### config.mk
export PLATFORM = sky130hd
export DESIGN_NAME = sat_cnt
export DESIGN_NICKNAME = d
export VERILOG_FILES = /design/src/rtl/prsg_checker_sat_cnt.sv
export SDC_FILE = /design/constraint.sdc
export NUM_CORES = 1
export LEC_CHECK = 0
export CAP_MARGIN = 10
export CORE_MARGIN = 3
export CORE_UTILIZATION = 51
export DETAILED_ROUTE_END_ITERATION = 7
export PLACE_DENSITY_LB_ADDON = 0.1
export SLEW_MARGIN = 20
export SYNTH_ARGS = -nofsm -noshare
export SYNTH_HDL_FRONTEND = slang
export SYNTH_SLANG_ARGS = --single-unit
### constraint.sdc
create_clock -name clk -period 4.4 [get_ports clk]
set_input_delay 0.44 -clock clk [delete_from_list [all_inputs] [get_ports clk]]
set_output_delay 0.44 -clock clk [all_outputs]
set_load 0.02 [all_outputs]
### src/rtl/prsg_checker_sat_cnt.sv
// ---------------------------------------------------------------------------
// sat_cnt
// Width-parameterised saturating up-counter.
//   clk   : clock, posedge
//   rst   : synchronous reset, active-low
//   clr_i : synchronous clear; applied before a same-cycle increment
//   inc_i : increment by one, holds at all-ones
//   cnt_o : registered count
// ---------------------------------------------------------------------------
module sat_cnt #(
    parameter int W = 16
) (
    input  logic         clk,
    input  logic         rst,
    input  logic         clr_i,
    input  logic         inc_i,
    output logic [W-1:0] cnt_o
);

    logic [W-1:0] cnt_q;

    // Clear takes priority but a coincident increment still lands, so the
    // cleared count starts at one rather than losing that event.
    always_ff @(posedge clk) begin
        if (!rst) begin
            cnt_q <= '0;
        end else if (clr_i) begin
            cnt_q <= inc_i ? W'(1) : '0;
        end else if (inc_i && (cnt_q != '1)) begin
            cnt_q <= cnt_q + W'(1);
        end
    end

    assign cnt_o = cnt_q;

endmodule

-- After elaboration in Yosys (flattened, before gate mapping)
Cells that the tools add are included.
- register bits after elaboration: 16
- latch bits: 0
- logic and storage cells: 8
- memories kept: 0
- bits in writable memories: 0
- output and inout bits: 16
- ROM bits: 0
- input port bits: 4
- div/mod/pow operators: 0
- $lt $le $gt $ge: 0
- reductions and logical operators: 2
- bitwise operators: 0
- eq/ne operators: 1
- muxes and demuxes: 3
- shift operators: 0
- multipliers: 0
- add/subtract/negate cells: 1
- operators with widths (operator ; count):
    $mux 16 ; 2
    $add 16x1->16 const B ; 1
    $ne 16x16->1 const B ; 1
    $reduce_bool 2->1 ; 1
    $logic_and 1x1->1 ; 1
    $mux 1 ; 1

-- Longest topological paths before layout
Gate-level depths: netlist of run 1.
- depth after elaboration: 4
- gate-level depth with buffers: 6
- depth with buffers taken out: 5

-- Worst setup path before layout of run 1
Ideal clock, no wire load.
- kind: register to register
- from: reg cnt_q[0], in the netlist cnt_o[0]
- to: reg cnt_q[10], in the netlist cnt_o[10]
- setup time: 0.070 ns
- period minus slack after synthesis: 1.905 ns
- stages on the path, launching flop included: 7
- setup slack: 2.495 ns
- arrival time: 1.835 ns
- path buffers: 1
- required time: 4.330 ns
- cells stage by stage: dfxtp_1 > ha_1 > nand2_1 > or3_1 > buf_2 > or4_1 > a21oi_1
- cells in the longest elaborated chain, start to end: 3
- elaborated cells on any way between the ends: 6
- classes of those cells: add/sub (1); eq/ne (1); mux (2); reduce/logical (2)
- RTL lines (item ; RTL line ; source):
    from (decl) ; 20 ; logic [W-1:0] cnt_q;
    from (signal assigned) ; 28 ; cnt_q <= inc_i ? W'(1) : '0;
    from (signal assigned) ; 30 ; cnt_q <= cnt_q + W'(1);
    $add 16x1->16 or $ne 16x16->1 (tied branches) ; 30, 29 ;
    $mux 16 or $logic_and 1x1->1 (tied branches) ; 29 ; end else if (inc_i && (cnt_q != '1)) begin
    $mux 16 or $reduce_bool 2->1 (tied branches) ; - ;
Several ways; a longest one is shown, not always the timed one. The select of a mux whose other input is x is not followed.
A chain may end at the register's enable or synchronous reset.

-- Worst setup path in the final report of run 1
- from: in inc_i
- to: reg cnt_q[15], in the netlist cnt_o[15]
- cells in the longest elaborated chain, start to end: 2
- RTL lines (item ; RTL line ; source):
    from (decl) ; 16 ; input logic inc_i,
    $logic_and 1x1->1 ; 29 ;
    $reduce_bool 2->1 (no source line) ; - ;
Every way passes these cells.

==> run summary, run 1 <==
antenna-violating nets left -> 0
commonest cells after routing, fill and taps aside -> clkdlybuf4s50_1, dfxtp_1, a21oi_1
CTS tree -> done
f_max -> 478 MHz
maximum vdd ir drop -> 0.169 mV
prevailing post-synth register cell -> dfxtp_1
vias in the first global route -> 738
Port Buffers -> 19
fin util -> 75.8%
Crit Path Category -> in2reg
Final Cell Area -> 1070 um2
EDFF count, synth -> 0
max FFs per register -> 16
Inserted Diodes -> 0
largest net degree at the start of global routing -> 16
Syn Nets -> 103
Synth Area in XOR/XNOR -> 0%
PostCTS Resize Cnt -> 0
Detail Placement HPWL -> 1380 um
DRC viols -> 0
Slew @ Worst Pin -> 0.692 ns
count of unique library cells instantiated by Yosys -> 31
Simple-Gate Fraction of Synth Area -> 32.3%
pre-CTS setup slack -> 2.04 ns
fin cells -> 132
Hold WC Path Type -> reg2reg
total CTS buffers -> 3
top sig layer -> met3
initial antenna violation count -> 0
top cell type's share of synthesized area -> 38.3%
Top Ports -> 20
DR vias/cell -> 6.41
H-Tree Depth -> 1
Yosys warnings -> 0
Critical Path Start Type -> primary input
Worst Setup Slack, final -> 2.31 ns
Setup Total Neg Slack -> 0 ns
total grt overflow -> 0
drt first-iter violations -> 32
core area -> 1420 um2
register bit total from synthesis -> 16
WL final -> 1950 um
leak pwr -> 0.345 nW
met1 WL -> 857 um
Mapped Area -> 836 um2
minimum clock period -> 2.09 ns
sequential area share after synthesis -> 38.3%
Setup violations, final -> 0
Starting Density -> 59.1%
routed wl met3 -> 159 um
routed wl met2 -> 937 um
Final Power -> 258 uW
placed insts -> 128
outcome -> completed
fraction of registers with async set or reset after synthesis -> 0%
share of cells above drive strength 1 -> 5.13%
Die Area -> 2160 um2
commonest non-fill, non-tap cell in the layout -> clkdlybuf4s50_1
root buf cell -> clkbuf_4
Post-CTS Setup Bufs -> 0
RSZ-0062 raised after global routing -> no
Worst Setup End Kind -> register
CTS Buffer Depth -> 2
max-cap violations -> 0
fillers -> 109
first-pass GRT wire length -> 3130 um
nets -> 123
Worst EP arrival -> 2.31 ns
main combinational cell family by area after synthesis -> simple AND/OR/NAND/NOR gates
Total GRT Usage -> 20.2%
clock insertion delay at the later pin of the skew report -> 0.30 ns
Clock Sinks -> 16
post-synth top area cell -> dfxtp_1
CP max FO -> 8
Hold Buf Count CTS -> 0
Pwr Density -> 241 nW/um2
Rel. slew slack -> 53.5%
Synth-to-Final Area Change -> 28.3%
Max Slew Vio Count -> 0
Cell Area, Placed -> 1030 um2
adder-cell share of the synthesized area -> 1.50%
Die H -> 46.5 um
period utilisation layout -> 47.5%
routed via count -> 846
leading post-synthesis cells by cell area -> dfxtp_1, a21oi_1, or4_1, nand3_1, o31ai_1
Pre-antenna DRT Iters -> 4
Final Hold Vio Count -> 0
Syn Area/Cell -> 8.53 um2
Die W -> 46.5 um
clock-pin slew on the worst setup and hold paths -> 0.09 ns
WP data required -> 4.62 ns
wire per inst -> 14.8 um
Compound-Gate Fraction of Synth Area -> 22.8%
Final GP Congestion -> 0.892
proportion of synthesized area in mux cells -> 1.20%
Layout Skew -> 0.0140 ns
Hold WS -> 0.524 ns
cell row count -> 13
cells after synthesis -> 98
==> worst max-delay path, stage by stage <==
cell,delay (ns)
clkdlybuf4s50_1,0.56
nand3_1,0.20
or3_1,0.52
or4_1,0.44
a21oi_1,0.15
==> worst paths after layout <==
| path | from | end | slack [ns] | cells past startpoint |
|---|---|---|---|---|
| worst min register to register | cnt_o[15] | cnt_o[15] | 0.52 | 2 |
| worst min-delay path | cnt_o[15] | cnt_o[15] | 0.52 | 2 |
| worst max register to register | cnt_o[0] | cnt_o[10] | 2.43 | 5 |
| worst max-delay path | inc_i | cnt_o[15] | 2.31 | 5 |
==> power by group <==
group	total (mW)	switching (mW)	internal (mW)
Combinational	0.0125	0.00636	0.00609
Sequential	0.147	0.00121	0.146
Clock	0.0991	0.0487	0.0505
Total	0.258	0.0562	0.202
==> area by class of cell <==
cell class / instances / area (um2) / share of cell area [%]
Timing Repair Buffer: 19 / 190 / 17.7
Sequential cell: 16 / 320 / 29.9
Clock buffer: 4 / 36.3 / 3.38
Multi-Input combinational cell: 74 / 492 / 45.9
Tap cell: 15 / 18.8 / 1.75
Inverter: 4 / 15.0 / 1.40
==> per-layer routing <==
layer  track usage (%)  vias to the layer above
met5                 0                        -
met4              6.82                        0
met3              6.64                        0
met2              31.9                       35
met1              25.5                      390
li1                  -                      421
==> logic make-up after synthesis <==
| logic type | Yosys count |
|---|---|
| muxes | 1 |
| adders and majority gates | 1 |
| and+or+nand+nor | 43 |
| DFF | 16 |
| buffers and inverters | 8 |
| AOI/OAI and AO/OA | 29 |
==> synth_stat cells (all sizes together) (2+ instances only) <==
library cell  count
inv               4
o31ai             6
nand2b            2
nor4              3
nand2             5
nand4             4
nor3              4
or4               7
o211a             2
nand3             9
clkbuf            2
o21ai             4
nor2              2
dfxtp            16
or3               3
a21oi            11
buf               2
No activity file was read; power rests on OpenSTA's default activity.
==> inputs of run 2 (changes only) <==
Settings changed: CORE_UTILIZATION 51 to 43.
Clock period 4.4 ns to 1.85 ns, I/O delays scaled along.
==> run 2 against run 1 <==
Net effect: total power up 120%; highest routed layer is now met4; largest cell class unchanged; clock skew down 0.0054 ns; clock power up 92%; combinational power rose to 2.6 times the previous value; die area up 16%; sequential share of layout area down 1.1 points; sequential power up 140%; setup slack worse by 2.2 ns; critical endpoint is now cnt_o[10].
==> run summary, run 2 (synthesis results as in run 1) <==
wire per inst -> 13.9 um
DRC viols -> 0
Cell Area, Placed -> 1100 um2
vias in the first global route -> 802
max FFs per register -> 16
Crit Path Category -> reg2reg
H-Tree Depth -> 1
Hold WC Path Type -> reg2reg
first-pass GRT wire length -> 3540 um
Clock Sinks -> 16
Max Slew Vio Count -> 0
fin cells -> 149
drt first-iter violations -> 26
DR vias/cell -> 5.94
Inserted Diodes -> 0
root buf cell -> clkbuf_4
Total GRT Usage -> 18.3%
clock insertion delay at the later pin of the skew report -> 0.30 ns
f_max -> 576 MHz
outcome -> completed
CP max stage cell -> or4_1
antenna-violating nets left -> 0
Rel. slew slack -> 68.2%
Top Ports -> 20
Die H -> 50.1 um
routed via count -> 885
clock-pin slew on the worst setup and hold paths -> 0.10 ns
Detail Placement HPWL -> 1540 um
Post-CTS Setup Bufs -> 0
met1 Usage GRT -> 24.0%
Starting Density -> 46.9%
RSZ-0062 raised after global routing -> no
pre-CTS setup slack -> -0.0270 ns
Die Area -> 2510 um2
met2 Use GR -> 29.3%
most used routing layer -> met2
commonest non-fill, non-tap cell in the layout -> clkdlybuf4s50_1
max-cap violations -> 0
Setup Total Neg Slack -> 0 ns
nets -> 131
Final GP Congestion -> 0.837
Setup violations, final -> 0
Worst Setup End Kind -> register
placed insts -> 146
Die W -> 50.1 um
CTS tree -> done
initial antenna violation count -> 0
buffer and inverter count on the worst path -> 0
Pwr Density -> 508 nW/um2
Pre-antenna DRT Iters -> 4
CTS Buffer Depth -> 2
cell row count -> 15
total CTS buffers -> 3
maximum vdd ir drop -> 0.280 mV
Layout Skew -> 0.00859 ns
Critical Path Start Type -> register
core area -> 1780 um2
global-route track usage on met3 -> 1.81%
CP max FO -> 5
crit-path cells -> ha_1 -> nand2_1 -> or3_1 -> or4_1 -> a21oi_1
Worst EP arrival -> 1.95 ns
Final Cell Area -> 1130 um2
WP data required -> 2.07 ns
period utilisation layout -> 93.8%
Slew @ Worst Pin -> 0.474 ns
Port Buffers -> 19
WL final -> 2070 um
Synth-to-Final Area Change -> 34.7%
Worst Setup Slack, final -> 0.115 ns
minimum clock period -> 1.73 ns
Final Hold Vio Count -> 0
commonest cells after routing, fill and taps aside -> clkdlybuf4s50_1, dfxtp_1, a21oi_1
delay-heaviest family, CP -> simple AND/OR/NAND/NOR gates
leak pwr -> 0.358 nW
share of cells above drive strength 1 -> 12.9%
total grt overflow -> 0
crit-path max cell delay -> 0.48 ns
largest net degree at the start of global routing -> 15
==> run 2: per-stage QoR <==
step,util (%),hold WS (ns),total power [mW]
finish,63.2,0.508,0.572
global route,63.2,0.546,0.594
CTS,63.1,0.511,0.576
detailed placement,61.8,0.501,0.390
global placement,61.8,0.483,0.389
floorplan,-,0.319,0.371
==> run 2: layer usage <==
| metal | routed length, um | vias up |
|---|---|---|
| met1 | 923 | 420 |
| li1 | - | 437 |
| met4 | 44 | 0 |
| met2 | 1010 | 23 |
| met3 | 93 | 5 |
| met5 | 0 | - |
==> run 2: path summary, 6_finish.rpt <==
path                                from   endpoint  slack [ns]  cells past startpoint
worst max-delay path            cnt_o[0]  cnt_o[10]        0.12                      5
worst min-delay path            cnt_o[1]   cnt_o[1]        0.51                      2
worst max register to register  cnt_o[0]  cnt_o[10]        0.12                      5
worst min register to register  cnt_o[1]   cnt_o[1]        0.51                      2
==> run 2: cell type report <==
class,instances,area [um2]
clock buffer,3,22.5
fill,163,657
inverter,4,15.0
multi-input combinational,74,483
sequential,16,324
tap,25,31.3
timing repair buffer,27,250
==> run 2: worst min-delay path, delay by kind of cell (launching register included) <==
family	cells	cell delay [ns]
DFF	1	0.35
AOI/OAI and AO/OA	2	0.13
==> run 2: what timing repair did <==
item / 4_1_cts / 5_1_grt
resized for setup: 0 / 1
setup endpoints to repair: 0 / 1
hold buffers: 0 / 0
==> run 2: power by group <==
group / switching (mW) / leakage (nW) / internal [mW] / total, mW
Clock: 0.114 / 0.0138 / 0.0759 / 0.190
Combinational: 0.0163 / 0.214 / 0.0160 / 0.0323
Sequential: 0.00276 / 0.130 / 0.347 / 0.350
